### config.mk
export PLATFORM = sky130hd
export DESIGN_NAME = conv1d_engine
export DESIGN_NICKNAME = d
export VERILOG_FILES = /design/src/rtl/conv1d_engine.sv
export SDC_FILE = /design/constraint.sdc
export NUM_CORES = 1
export LEC_CHECK = 0
export ABC_AREA = 1
export CAP_MARGIN = 20
export CORE_MARGIN = 2
export CORE_UTILIZATION = 47
export DETAILED_ROUTE_END_ITERATION = 8
export PLACE_DENSITY = 0.66
export REMOVE_ABC_BUFFERS = 1
export SKIP_CTS_REPAIR_TIMING = 1
export SYNTH_ARGS = -nofsm -noshare
export SYNTH_HDL_FRONTEND = slang
export SYNTH_SLANG_ARGS = --single-unit
### constraint.sdc
create_clock -name clk -period 7 [get_ports clk]
set_clock_uncertainty 0.15 [all_clocks]
set_input_delay 1.4 -clock clk [delete_from_list [all_inputs] [get_ports clk]]
set_output_delay 1.4 -clock clk [all_outputs]
set_load 0.01 [all_outputs]
### src/rtl/conv1d_engine.sv
//==============================================================================
// Module      : conv1d_engine
// Description : 1-D convolution Z = X * Y over external X/Y read memories with
//               full/same/valid output shapes. Define CONV_SAT_EN for unsigned
//               saturation of dataZ; otherwise dataZ wraps (truncates).
// Revision    : 1.0 - initial release
//==============================================================================
`timescale 1ns/1ps
`default_nettype none

module conv1d_engine #(
    parameter int DATAWIDTH_X      = 8,
    parameter int DATAWIDTH_Y      = 8,
    parameter int DATAWIDTH_Z      = 16,
    parameter int MEM_ADDR_XY_SIZE = 5,
    parameter int MEM_LAT          = 1
) (
    input  logic                        clk,
    input  logic                        clrh,
    input  logic                        start,
    input  logic [1:0]                  mode,
    input  logic [MEM_ADDR_XY_SIZE:0]   sizeX,
    input  logic [MEM_ADDR_XY_SIZE:0]   sizeY,
    input  logic [DATAWIDTH_X-1:0]      dataX,
    input  logic [DATAWIDTH_Y-1:0]      dataY,
    output logic [MEM_ADDR_XY_SIZE-1:0] memX_addr,
    output logic [MEM_ADDR_XY_SIZE-1:0] memY_addr,
    output logic [MEM_ADDR_XY_SIZE:0]   memZ_addr,
    output logic [DATAWIDTH_Z-1:0]      dataZ,
    output logic                        writeZ,
    output logic                        busy,
    output logic                        done,
    output logic                        err
);

    localparam int c_AW    = MEM_ADDR_XY_SIZE;
    localparam int c_ZAW   = MEM_ADDR_XY_SIZE + 1;
    localparam int c_KW    = MEM_ADDR_XY_SIZE + 2;
    localparam int c_PW    = DATAWIDTH_X + DATAWIDTH_Y;
    localparam int c_ACC_W = c_PW + MEM_ADDR_XY_SIZE + 1;
    localparam logic [c_KW-1:0] c_ONE = c_KW'(1);

    typedef enum logic [2:0] {
        S_IDLE  = 3'd0,
        S_SETUP = 3'd1,
        S_RUN   = 3'd2,
        S_DRAIN = 3'd3,
        S_WRITE = 3'd4,
        S_DONE  = 3'd5
    } state_t;

    state_t               r_state;
    logic [1:0]           r_mode;
    logic [c_AW:0]        r_sx;
    logic [c_AW:0]        r_sy;
    logic [c_KW-1:0]      r_k;
    logic [c_KW-1:0]      r_kstart;
    logic [c_KW-1:0]      r_kend;
    logic [c_KW-1:0]      r_j;
    logic [c_KW-1:0]      r_jhi;
    logic [2:0]           r_drain;
    logic [MEM_LAT-1:0]   r_vld;
    logic [c_ACC_W-1:0]   r_acc;

    logic [c_KW-1:0]        w_sx;
    logic [c_KW-1:0]        w_sy;
    logic [c_KW-1:0]        w_kstart;
    logic [c_KW-1:0]        w_count;
    logic [c_KW-1:0]        w_kend;
    logic [c_KW-1:0]        w_knext;
    logic [c_KW-1:0]        w_jlo;
    logic [c_KW-1:0]        w_jhi;
    logic                   w_err;
    logic [c_PW-1:0]        w_prod;
    logic [c_ACC_W-1:0]     w_acc_next;
    logic [DATAWIDTH_Z-1:0] w_zval;

    // Output window and tap bounds; w_knext is the k about to enter RUN.
    always_comb begin
        w_sx     = c_KW'(r_sx);
        w_sy     = c_KW'(r_sy);
        w_kstart = '0;
        w_count  = '0;
        case (r_mode)
            2'b01: begin
                w_kstart = (w_sy - c_ONE) >> 1;
                w_count  = w_sx;
            end
            2'b10: begin
                w_kstart = w_sy - c_ONE;
                w_count  = w_sx - w_sy + c_ONE;
            end
            default: begin
                w_kstart = '0;
                w_count  = w_sx + w_sy - c_ONE;
            end
        endcase
        w_kend  = w_kstart + w_count - c_ONE;
        w_err   = (r_sx == '0) || (r_sy == '0) || (r_mode == 2'b11) ||
                  ((r_mode == 2'b10) && (r_sx < r_sy));
        w_knext = (r_state == S_SETUP) ? w_kstart : (r_k + c_ONE);
        w_jlo   = (w_knext >= w_sy) ? (w_knext - w_sy + c_ONE) : '0;
        w_jhi   = (w_knext < (w_sx - c_ONE)) ? w_knext : (w_sx - c_ONE);
    end

    // Product of the pair returned this cycle, valid when the delayed issue flag is set.
    always_comb begin
        w_prod     = c_PW'(dataX) * c_PW'(dataY);
        w_acc_next = r_acc + (r_vld[MEM_LAT-1] ? c_ACC_W'(w_prod) : '0);
`ifdef CONV_SAT_EN
        w_zval = ({{DATAWIDTH_Z{1'b0}}, w_acc_next} > {{c_ACC_W{1'b0}}, {DATAWIDTH_Z{1'b1}}})
                 ? '1 : DATAWIDTH_Z'(w_acc_next);
`else
        w_zval = DATAWIDTH_Z'(w_acc_next);
`endif
    end

    always_ff @(posedge clk) begin
        if (clrh) begin
            r_state   <= S_IDLE;
            r_mode    <= '0;
            r_sx      <= '0;
            r_sy      <= '0;
            r_k       <= '0;
            r_kstart  <= '0;
            r_kend    <= '0;
            r_j       <= '0;
            r_jhi     <= '0;
            r_drain   <= '0;
            r_vld     <= '0;
            r_acc     <= '0;
            memX_addr <= '0;
            memY_addr <= '0;
            memZ_addr <= '0;
            dataZ     <= '0;
            writeZ    <= 1'b0;
            busy      <= 1'b0;
            done      <= 1'b0;
            err       <= 1'b0;
        end else begin
            writeZ <= 1'b0;
            done   <= 1'b0;
            r_vld  <= MEM_LAT'({r_vld, (r_state == S_RUN)});
            r_acc  <= ((r_state == S_WRITE) || (r_state == S_SETUP)) ? '0 : w_acc_next;
            case (r_state)
                S_IDLE: begin
                    if (start) begin
                        r_mode  <= mode;
                        r_sx    <= sizeX;
                        r_sy    <= sizeY;
                        err     <= 1'b0;
                        busy    <= 1'b1;
                        r_state <= S_SETUP;
                    end
                end
                S_SETUP: begin
                    if (w_err) begin
                        err     <= 1'b1;
                        done    <= 1'b1;
                        r_state <= S_DONE;
                    end else begin
                        r_kstart  <= w_kstart;
                        r_kend    <= w_kend;
                        r_k       <= w_knext;
                        r_j       <= w_jlo;
                        r_jhi     <= w_jhi;
                        memX_addr <= c_AW'(w_jlo);
                        memY_addr <= c_AW'(w_knext - w_jlo);
                        r_state   <= S_RUN;
                    end
                end
                S_RUN: begin
                    if (r_j == r_jhi) begin
                        r_drain <= '0;
                        r_state <= S_DRAIN;
                    end else begin
                        r_j       <= r_j + c_ONE;
                        memX_addr <= c_AW'(r_j + c_ONE);
                        memY_addr <= c_AW'(r_k - r_j - c_ONE);
                    end
                end
                S_DRAIN: begin
                    if (r_drain == 3'(MEM_LAT - 1)) begin
                        writeZ    <= 1'b1;
                        memZ_addr <= c_ZAW'(r_k - r_kstart);
                        dataZ     <= w_zval;
                        r_state   <= S_WRITE;
                    end else begin
                        r_drain <= r_drain + 3'd1;
                    end
                end
                S_WRITE: begin
                    if (r_k == r_kend) begin
                        err     <= 1'b0;
                        done    <= 1'b1;
                        r_state <= S_DONE;
                    end else begin
                        r_k       <= w_knext;
                        r_j       <= w_jlo;
                        r_jhi     <= w_jhi;
                        memX_addr <= c_AW'(w_jlo);
                        memY_addr <= c_AW'(w_knext - w_jlo);
                        r_state   <= S_RUN;
                    end
                end
                S_DONE: begin
                    busy    <= 1'b0;
                    r_state <= S_IDLE;
                end
                default: r_state <= S_IDLE;
            endcase
        end
    end

endmodule

`default_nettype wire

==> flow_metrics.py, run 1 <==
metrics = {
    "floorplanning": {
        "fp.coreArea_um2": 20100,
        "start_util_pct": 47.6,
        "io_pins": 69,
        "rows": 52,
        "die_area_um2": 21500,
        "fp.dieH_um": 147,
        "die_w_um": 147,
    },
    "yosys": {
        "yosys.area.top_type_share_pct": 21.3,
        "ys_ff_latch": 102,
        "syn_area_per_cell_um2": 7.06,
        "synthArstFlopShare_pct": 0,
        "synth.distinct_cells": 43,
        "synth_area_leaders": "dfxtp_1 (21%), ha_1 (17%), inv_1 (11%)",
        "synth_edf_count": 0,
        "yosysTopAreaCell": "dfxtp_1",
        "ys_seq_area_share_pct": 21.3,
        "synthFlopType": "dfxtp_1",
        "synth_common_cells": "inv_1 (280), nand2_1 (250), ha_1 (128)",
        "yosysWarnings": 0,
        "netlist_instances": 1355,
        "yosysMostFrequentCell": "inv_1",
        "syn_area_um2": 9570,
    },
    "global_routing": {
        "overflow": 0,
        "grt_max_degree": 43,
        "grt_pass1_wl_um": 38100,
        "track_usage_pct": 21.6,
        "antenna_found_initial": 0,
        "grt_pass1_vias": 7940,
    },
    "critical_path": {
        "critical-path-top-delay-family": "adder cells",
        "r2r_start": "r_mode[0]",
        "slowest_stage": "fa_1",
        "criticalPathCategory": "in2reg",
        "cp.required_ps": 7100,
        "cp.arrival_ps": 6690,
        "crit_buf_inv": 7,
        "end_kind": "register",
        "cp-startpoint": "dataX[3]",
        "crit_top_cell": "inv_1",
        "cpPeakStageDelay_ps": 540,
        "cp_max_fo": 5,
        "cp-start-kind": "input pin",
    },
    "power_and_ir_drop": {
        "power_density_nw_per_um2": 423,
        "p_total_mw": 4.68,
        "p_leak_nw": 5.87,
        "vdd_drop_max_uv": 482,
    },
    "clock_network": {
        "clkSinkCount": 102,
        "path_clk_slew_ps": 70,
        "clock_path_buffers": 2,
        "worstSkewPairLatency_ps": 360,
        "cts_buffers": 9,
        "cts.root.buffer_cell": "clkbuf_16",
        "cts_tree": "yes",
        "htree_levels": 3,
    },
    "finish": {
        "fin_area_um2": 11100,
        "final_layout_size_suffix_gt1_share_pct": 6.13,
        "num-nets-final": 1638,
        "multi_input_area_um2": 6240,
        "regArea_um2": 2040,
        "antenna_cells": 0,
        "fill_cells": 1936,
        "area_growth_pct": 15.6,
    },
    "job": {
        "max-cap-violations": 0,
    },
    "place": {
        "portBuffers": 68,
        "place_hpwl_um": 18100,
        "place_area_um2": 10700,
        "gp_congestion": 0.896,
    },
    "detailed_routing": {
        "drt_pass1_iterations": 5,
        "wl_per_cell_um": 13.3,
        "dr.first_iter.drc_count": 483,
        "drc": 0,
        "via_count": 8508,
        "drt-vias-per-instance": 4.99,
        "drt_wl_total_um": 22600,
        "ant_nets": 0,
    },
    "status": {
        "status": "finished clean",
    },
    "timing": {
        "timing.hold.ws_ps": 319,
        "rsz0062_at_grt": "false",
        "hold_viol": 0,
        "tightest_slew_ps": 1030,
        "fmax_mhz": 152,
        "fin_crit_ps": 6590,
        "max-slew-margin-rel_pct": 31.1,
        "fin_crit_sh_pct": 94.1,
        "maxSlewViolCount": 0,
        "finalSetupViolCount": 0,
    },
    "min_path": {
        "hp-start": "r_kstart[3]",
        "hold_path.class": "reg2reg",
    },
}
path summary, 6_finish.rpt:
path	endpoint	slack (ps)	cells after the start
worst min register to register	r_kstart[3]	320	2
worst max-delay path	dataZ[14]	410	29
worst max register to register	memY_addr[4]	2050	28
worst min-delay path	r_kstart[3]	320	2
worst register-to-register path, delay by kind of cell, from the launching register on:
family	cells	cell delay, ps
AO/OA/AOI/OAI	4	1020
adder cells (fa/ha/maj)	5	1690
flip-flops	1	370
AND/OR/NAND/NOR	12	1040
buffers and inverters	7	570
kinds of logic (layout without fill, tap and decap cells):
kind of cell,Yosys count,count (layout),synth area share [%]
buffers and inverters,339,419,13.7
adder cells (fa/ha/maj),175,175,26.6
XOR/XNOR,55,55,5.04
AND/OR/NAND/NOR,408,408,17.4
AO/OA/AOI/OAI,276,276,15.9
flip-flops,102,102,21.3
registers in the layout (all words and copies together) (netlist names), 5 cells and up:
| signal | cells |
|---|---|
| dataZ | 16 |
| r_acc | 16 |
| r_jhi | 7 |
| r_k | 7 |
| r_kend | 7 |
| memZ_addr | 6 |
| r_kstart | 6 |
| r_sx | 6 |
| r_sy | 6 |
| memY_addr | 5 |
layout make-up:
| class | count | share of cell area [%] |
|---|---|---|
| well taps | 270 | 3.05 |
| clock inverters | 7 | 0.724 |
| inverters | 286 | 9.73 |
| clock buffers | 9 | 2.04 |
| repair buffers | 117 | 9.55 |
| flip-flops and latches | 102 | 18.5 |
| multi-input cells | 914 | 56.4 |
placed cells by master (no fill, tap or decap), types with 2 or more instances in the layout:
cell	synthesis	final
buf_4	7	49
dlymetal6s2s_1	0	3
o21ai_1	4	8
nand3_1	45	45
inv_1	280	279
a21oi_1	111	109
nor3_1	9	9
ha_1	128	127
dfxtp_1	102	102
o221ai_1	2	2
a21o_1	5	5
clkbuf_16	0	9
o31ai_1	3	3
o21bai_1	7	7
xor2_1	33	32
o211ai_1	11	11
or2_2	6	6
nand2_1	250	249
fa_1	47	46
inv_2	4	4
clkdlybuf4s50_1	0	65
o22ai_1	7	7
nor2_1	85	85
a211oi_1	5	5
nand4_1	5	5
clkinv_4	0	2
a21oi_2	0	2
nor3_2	2	2
a31oi_1	9	9
xnor2_1	22	22
nand2_2	2	3
a221oi_1	2	2
clkinv_1	1	2
o21ai_0	104	100
metal layers:
| layer | track usage (%) | wire length (µm) | up-vias |
|---|---|---|---|
| li1 | - | - | 4408 |
| met1 | 30.9 | 11100 | 3873 |
| met2 | 34.6 | 9940 | 212 |
| met3 | 3.47 | 1260 | 15 |
| met4 | 4.13 | 260 | 0 |
| met5 | 0 | 0 | - |
through the flow:
step / setup TNS [ps] / util (%) / setup WS (ps) / instances
final: 0 / 55.0 / 411 / 1705
after global routing: 0 / 55.0 / 13.0 / 1705
after floorplan: 0 / - / 675 / 1302
after detailed placement: -366 / 53.3 / -91.8 / 1688
after CTS: 0 / 54.8 / 276 / 1704
after global placement: 0 / 53.3 / 6.78 / 1688
power breakdown:
part / switching, mW / internal, mW / leakage, nW
registers: 0.161 / 0.731 / 0.831
clock network: 0.245 / 0.282 / 0.148
logic: 1.94 / 1.32 / 4.89
total: 2.35 / 2.33 / 5.87
Note: power is estimated with default switching activity, not from simulation.
==> run 2: changes to the inputs <==
Settings changed: PLACE_DENSITY 0.66 to not set, PLACE_DENSITY_LB_ADDON set to 0.15.
==> run 2 against run 1 <==
  * Core utilization down 0.069 points
  * Sequential share of layout area about the same
  * Design area down 0.12%
  * Hold slack worse by 9.8 ps
==> flow_metrics.py, run 2 (same netlist as run 1, synthesis figures left out) <==
metrics = {
    "place": {
        "portBuffers": 68,
        "place_inst": 1685,
        "place_hpwl_um": 18200,
        "place_ws_ps": -114,
        "gp_congestion": 0.869,
    },
    "critical_path": {
        "crit_buf_inv": 8,
        "cp-start-kind": "input pin",
        "cpPeakStageDelay_ps": 550,
        "criticalPathCategory": "in2reg",
        "slowest_stage": "fa_1",
        "ff2ff_path_depth": 28,
        "end_kind": "register",
        "crit_path_end": "dataZ[15]",
        "cp.required_ps": 7110,
        "cp.depth": 30,
        "critical-path-top-delay-family": "adder cells",
        "cp.arrival_ps": 6710,
        "r2r_start": "r_mode[0]",
        "cp-startpoint": "dataY[4]",
        "crit_top_cell": "nand2_1",
        "rr_endpoint": "memY_addr[4]",
        "cp_max_fo": 6,
        "r2r_slack_ps": 2100,
    },
    "finish": {
        "final_layout_size_suffix_gt1_share_pct": 5.73,
        "final_cells": 1702,
        "fill_cells": 1981,
        "antenna_cells": 0,
        "num-nets-final": 1635,
        "layout_common_cells": "inv_1 (279), nand2_1 (250), ha_1 (127), a21oi_1 (110)",
        "area_growth_pct": 15.5,
        "final_common_cell": "inv_1",
        "largest_registers": "dataZ: 16 flops, r_acc: 16 flops",
    },
    "timing": {
        "finalSetupViolCount": 0,
        "tightest_slew_ps": 997,
        "rsz0062_at_grt": "false",
        "worst_slack_ps": 406,
        "max-slew-margin-rel_pct": 33.3,
        "hold_viol": 0,
        "maxSlewViolCount": 0,
        "fin_crit_sh_pct": 94.2,
        "fin_crit_ps": 6590,
        "fmax_mhz": 152,
    },
    "floorplanning": {
        "die_w_um": 147,
        "start_util_pct": 47.6,
        "rows": 52,
        "fp.coreArea_um2": 20100,
        "io_pins": 69,
        "fp.dieH_um": 147,
        "die_area_um2": 21500,
    },
    "global_routing": {
        "grt_max_degree": 67,
        "track_usage_pct": 22.0,
        "antenna_found_initial": 0,
        "grt_pass1_wl_um": 39000,
        "overflow": 0,
        "grt_pass1_vias": 8097,
    },
    "clock_network": {
        "cts_buffers": 9,
        "path_clk_slew_ps": 80,
        "cts.root.buffer_cell": "clkbuf_16",
        "cts_tree": "yes",
        "clock_path_buffers": 2,
        "worstSkewPairLatency_ps": 370,
        "htree_levels": 3,
        "clkSinkCount": 102,
    },
    "min_path": {
        "hold_path.class": "reg2reg",
    },
    "power_and_ir_drop": {
        "vdd_drop_max_uv": 407,
        "p_leak_nw": 5.88,
        "power_density_nw_per_um2": 426,
    },
    "detailed_routing": {
        "dr.first_iter.drc_count": 478,
        "drt_wl_total_um": 22900,
        "wl_per_cell_um": 13.5,
        "drc": 0,
        "via_count": 8488,
        "drt-vias-per-instance": 4.99,
        "drt_pass1_iterations": 5,
        "ant_nets": 0,
    },
    "job": {
        "max-cap-violations": 0,
    },
    "status": {
        "status": "finished clean",
    },
}
run 2: cell types whose count changed in the layout (fill, tap and decap cells not counted), moves of 2 or more:
cell / change
buf_4: -3
clkinv_8: +2
o21ai_0: +2
o21ai_1: -2
run 2: cell type report:
cell class	instances	area (µm²)	area share [%]
Multi-Input combinational cell	914	6230	56.4
Sequential cell	102	2040	18.5
Inverter	286	1080	9.74
Timing Repair Buffer	114	1040	9.38
Tap cell	270	338	3.06
Clock buffer	9	225	2.04
Clock inverter	7	103	0.929
run 2: how the worst min path moves through the flow:
stage	slack, ps	startpoint	end	cells past startpoint
detailed placement	300	r_kstart[4]	r_kstart[4]	2
CTS	310	r_kstart[4]	r_kstart[4]	2
finish	310	r_kstart[4]	r_kstart[4]	2
global route	340	r_kstart[0]	r_kstart[0]	2
floorplan	290	r_kstart[2]	r_kstart[2]	2
global placement	290	r_kstart[4]	r_kstart[4]	2
run 2: where the power goes:
part / total, mW / internal (mW) / leakage, nW / switching (mW)
Sequential: 0.890 / 0.731 / 0.831 / 0.158
Clock: 0.557 / 0.290 / 0.159 / 0.267
Combinational: 3.26 / 1.31 / 4.89 / 1.95
Total: 4.70 / 2.33 / 5.88 / 2.37
run 2: tightest hold or removal path: cells and delay by family (launching register included):
kind                   cells  cell delay [ps]
buffers and inverters      1               60
flip-flops                 1              300
AO/OA/AOI/OAI              1               50
run 2: layer usage:
| layer | wire, µm | vias up | GRT usage [%] |
|---|---|---|---|
| li1 | - | 4417 | - |
| met5 | 0 | - | 0 |
| met3 | 836 | 31 | 3.34 |
| met4 | 384 | 0 | 5.63 |
| met2 | 10800 | 149 | 37.1 |
| met1 | 10900 | 3891 | 29.6 |
run 2: through the flow:
step                      power [mW]  cell area [µm²]  utilization, %  TNS [ps]  hold slack [ps]
after floorplan                 3.25             9330               -         0              285
after global placement          4.07            10700            53.1     -30.9              292
after detailed placement        4.12            10700            53.1      -397              301
after CTS                       4.71            11000            54.8         0              313
after global routing            5.27            11000            54.9         0              336
final                           4.70            11000            54.9         0              309
==> run 3: changes to the inputs <==
Settings changed: SETUP_SLACK_MARGIN set to 0.5, SKIP_CTS_REPAIR_TIMING 1 to not set.
==> run 3 against run 2 <==
  * Flip-flop and latch count did not move
  * Sequential power hardly changed
  * Sequential share of layout area fell by 0.36 points
  * Design area up 2.0%
  * Largest power group unchanged
==> flow_metrics.py, run 3 (same netlist as run 1, synthesis figures left out) <==
metrics = {
    "finish": {
        "post-route-util_pct": 56.0,
        "regArea_um2": 2040,
        "fin_area_um2": 11300,
        "final_common_cell": "inv_1",
        "layout_common_cells": "inv_1 (277), nand2_1 (244), ha_1 (124), dfxtp_1 (102), a21oi_1 (101)",
        "area_growth_pct": 17.8,
        "multi_input_area_um2": 6370,
        "largest_registers": "dataZ: 16 flops, r_acc: 16 flops",
        "num-nets-final": 1644,
        "antenna_cells": 0,
        "final_cells": 1711,
        "fill_cells": 1957,
        "final_layout_size_suffix_gt1_share_pct": 8.88,
    },
    "detailed_routing": {
        "drt_wl_total_um": 23400,
        "via_count": 8556,
        "drt_pass1_iterations": 7,
        "ant_nets": 0,
        "dr.first_iter.drc_count": 467,
        "wl_per_cell_um": 13.7,
        "drc": 0,
        "drt-vias-per-instance": 5.00,
    },
    "global_routing": {
        "grt_pass1_wl_um": 39100,
        "overflow": 0,
        "track_usage_pct": 22.1,
        "grt_pass1_vias": 8114,
        "grt_max_degree": 67,
        "antenna_found_initial": 0,
    },
    "clock_network": {
        "worstSkewPairLatency_ps": 370,
        "cts_tree": "yes",
        "cts_hold_buf": 0,
        "clkSinkCount": 102,
        "cts.root.buffer_cell": "clkbuf_16",
        "cts_buffers": 9,
        "path_clk_slew_ps": 80,
        "htree_levels": 3,
        "clock_path_buffers": 2,
    },
    "timing": {
        "tightest_slew_ps": 988,
        "fin_crit_sh_pct": 89.0,
        "fin_crit_ps": 6230,
        "fmax_mhz": 161,
        "timing.hold.ws_ps": 309,
        "rsz0062_at_grt": "false",
        "hold_viol": 0,
        "max-slew-margin-rel_pct": 34.0,
        "finalSetupViolCount": 0,
        "maxSlewViolCount": 0,
    },
    "critical_path": {
        "cp-start-kind": "input pin",
        "cpPeakStageDelay_ps": 530,
        "end_kind": "register",
        "slowest_stage": "fa_1",
        "cp.required_ps": 7110,
        "criticalPathCategory": "in2reg",
        "cp_max_fo": 6,
        "cp.arrival_ps": 6340,
    },
    "place": {
        "place_area_um2": 10700,
        "portBuffers": 68,
        "gp_congestion": 0.869,
        "place_hpwl_um": 18200,
        "place_inst": 1685,
    },
    "floorplanning": {
        "die_area_um2": 21500,
        "fp.dieH_um": 147,
        "fp.coreArea_um2": 20100,
        "die_w_um": 147,
        "start_util_pct": 47.6,
        "io_pins": 69,
        "rows": 52,
    },
    "status": {
        "status": "finished clean",
    },
    "power_and_ir_drop": {
        "power_density_nw_per_um2": 426,
        "p_leak_nw": 5.99,
        "vdd_drop_max_uv": 407,
        "p_total_mw": 4.80,
    },
    "job": {
        "max-cap-violations": 0,
    },
    "min_path": {
        "hold_path.class": "reg2reg",
    },
}
==> run 3: layer usage <==
metal  vias to the layer above  share of wire (%)  GRT usage [%]
li1                       4436                  -              -
met1                      3936                 47           29.6
met2                       153                 48           37.3
met3                        31                3.6           3.34
met4                         0                1.6           5.63
met5                         -                  0              0
==> run 3: layout make-up <==
cell class	instances	area share, %
Sequential cell	102	18.1
Tap cell	270	3.00
Inverter	286	9.55
Clock buffer	9	2.00
Clock inverter	7	0.911
Timing Repair Buffer	123	9.88
Multi-Input combinational cell	914	56.5
==> run 3: final timing paths <==
path / startpoint / slack [ps] / cells past startpoint / endpoint
worst min register to register: r_kstart[4] / 310 / 2 / r_kstart[4]
worst max-delay path: dataY[4] / 770 / 31 / dataZ[15]
worst max register to register: r_mode[0] / 2080 / 28 / memY_addr[4]
worst min-delay path: r_kstart[4] / 310 / 2 / r_kstart[4]
==> run 3: timing repair <==
action,in CTS,in global routing
buffers inserted,0,10
setup endpoints to repair,9,14
pin swaps,2,37
gates cloned,0,0
gates resized for setup,17,58
==> run 3: worst max-delay path: cells and delay by family <==
family                     cells  cell delay (ps)
adders and majority gates      6             2460
and+or+nand+nor               10              890
buffers and inverters          9              840
AOI/OAI and AO/OA              6              760
==> run 3: power by group <==
group          internal [mW]  leakage, nW  total [mW]  switching [mW]
clock                  0.290        0.159       0.558           0.268
sequential             0.731        0.831       0.890           0.159
combinational           1.36         5.00        3.35            1.99
==> run 3: metrics by stage <==
step | setup slack (ps) | setup TNS [ps]
final | 773 | 0
after global placement | -21.9 | -30.9
after floorplan | 675 | 0
after global routing | 477 | 0
after detailed placement | -114 | -397
after CTS | 498 | 0
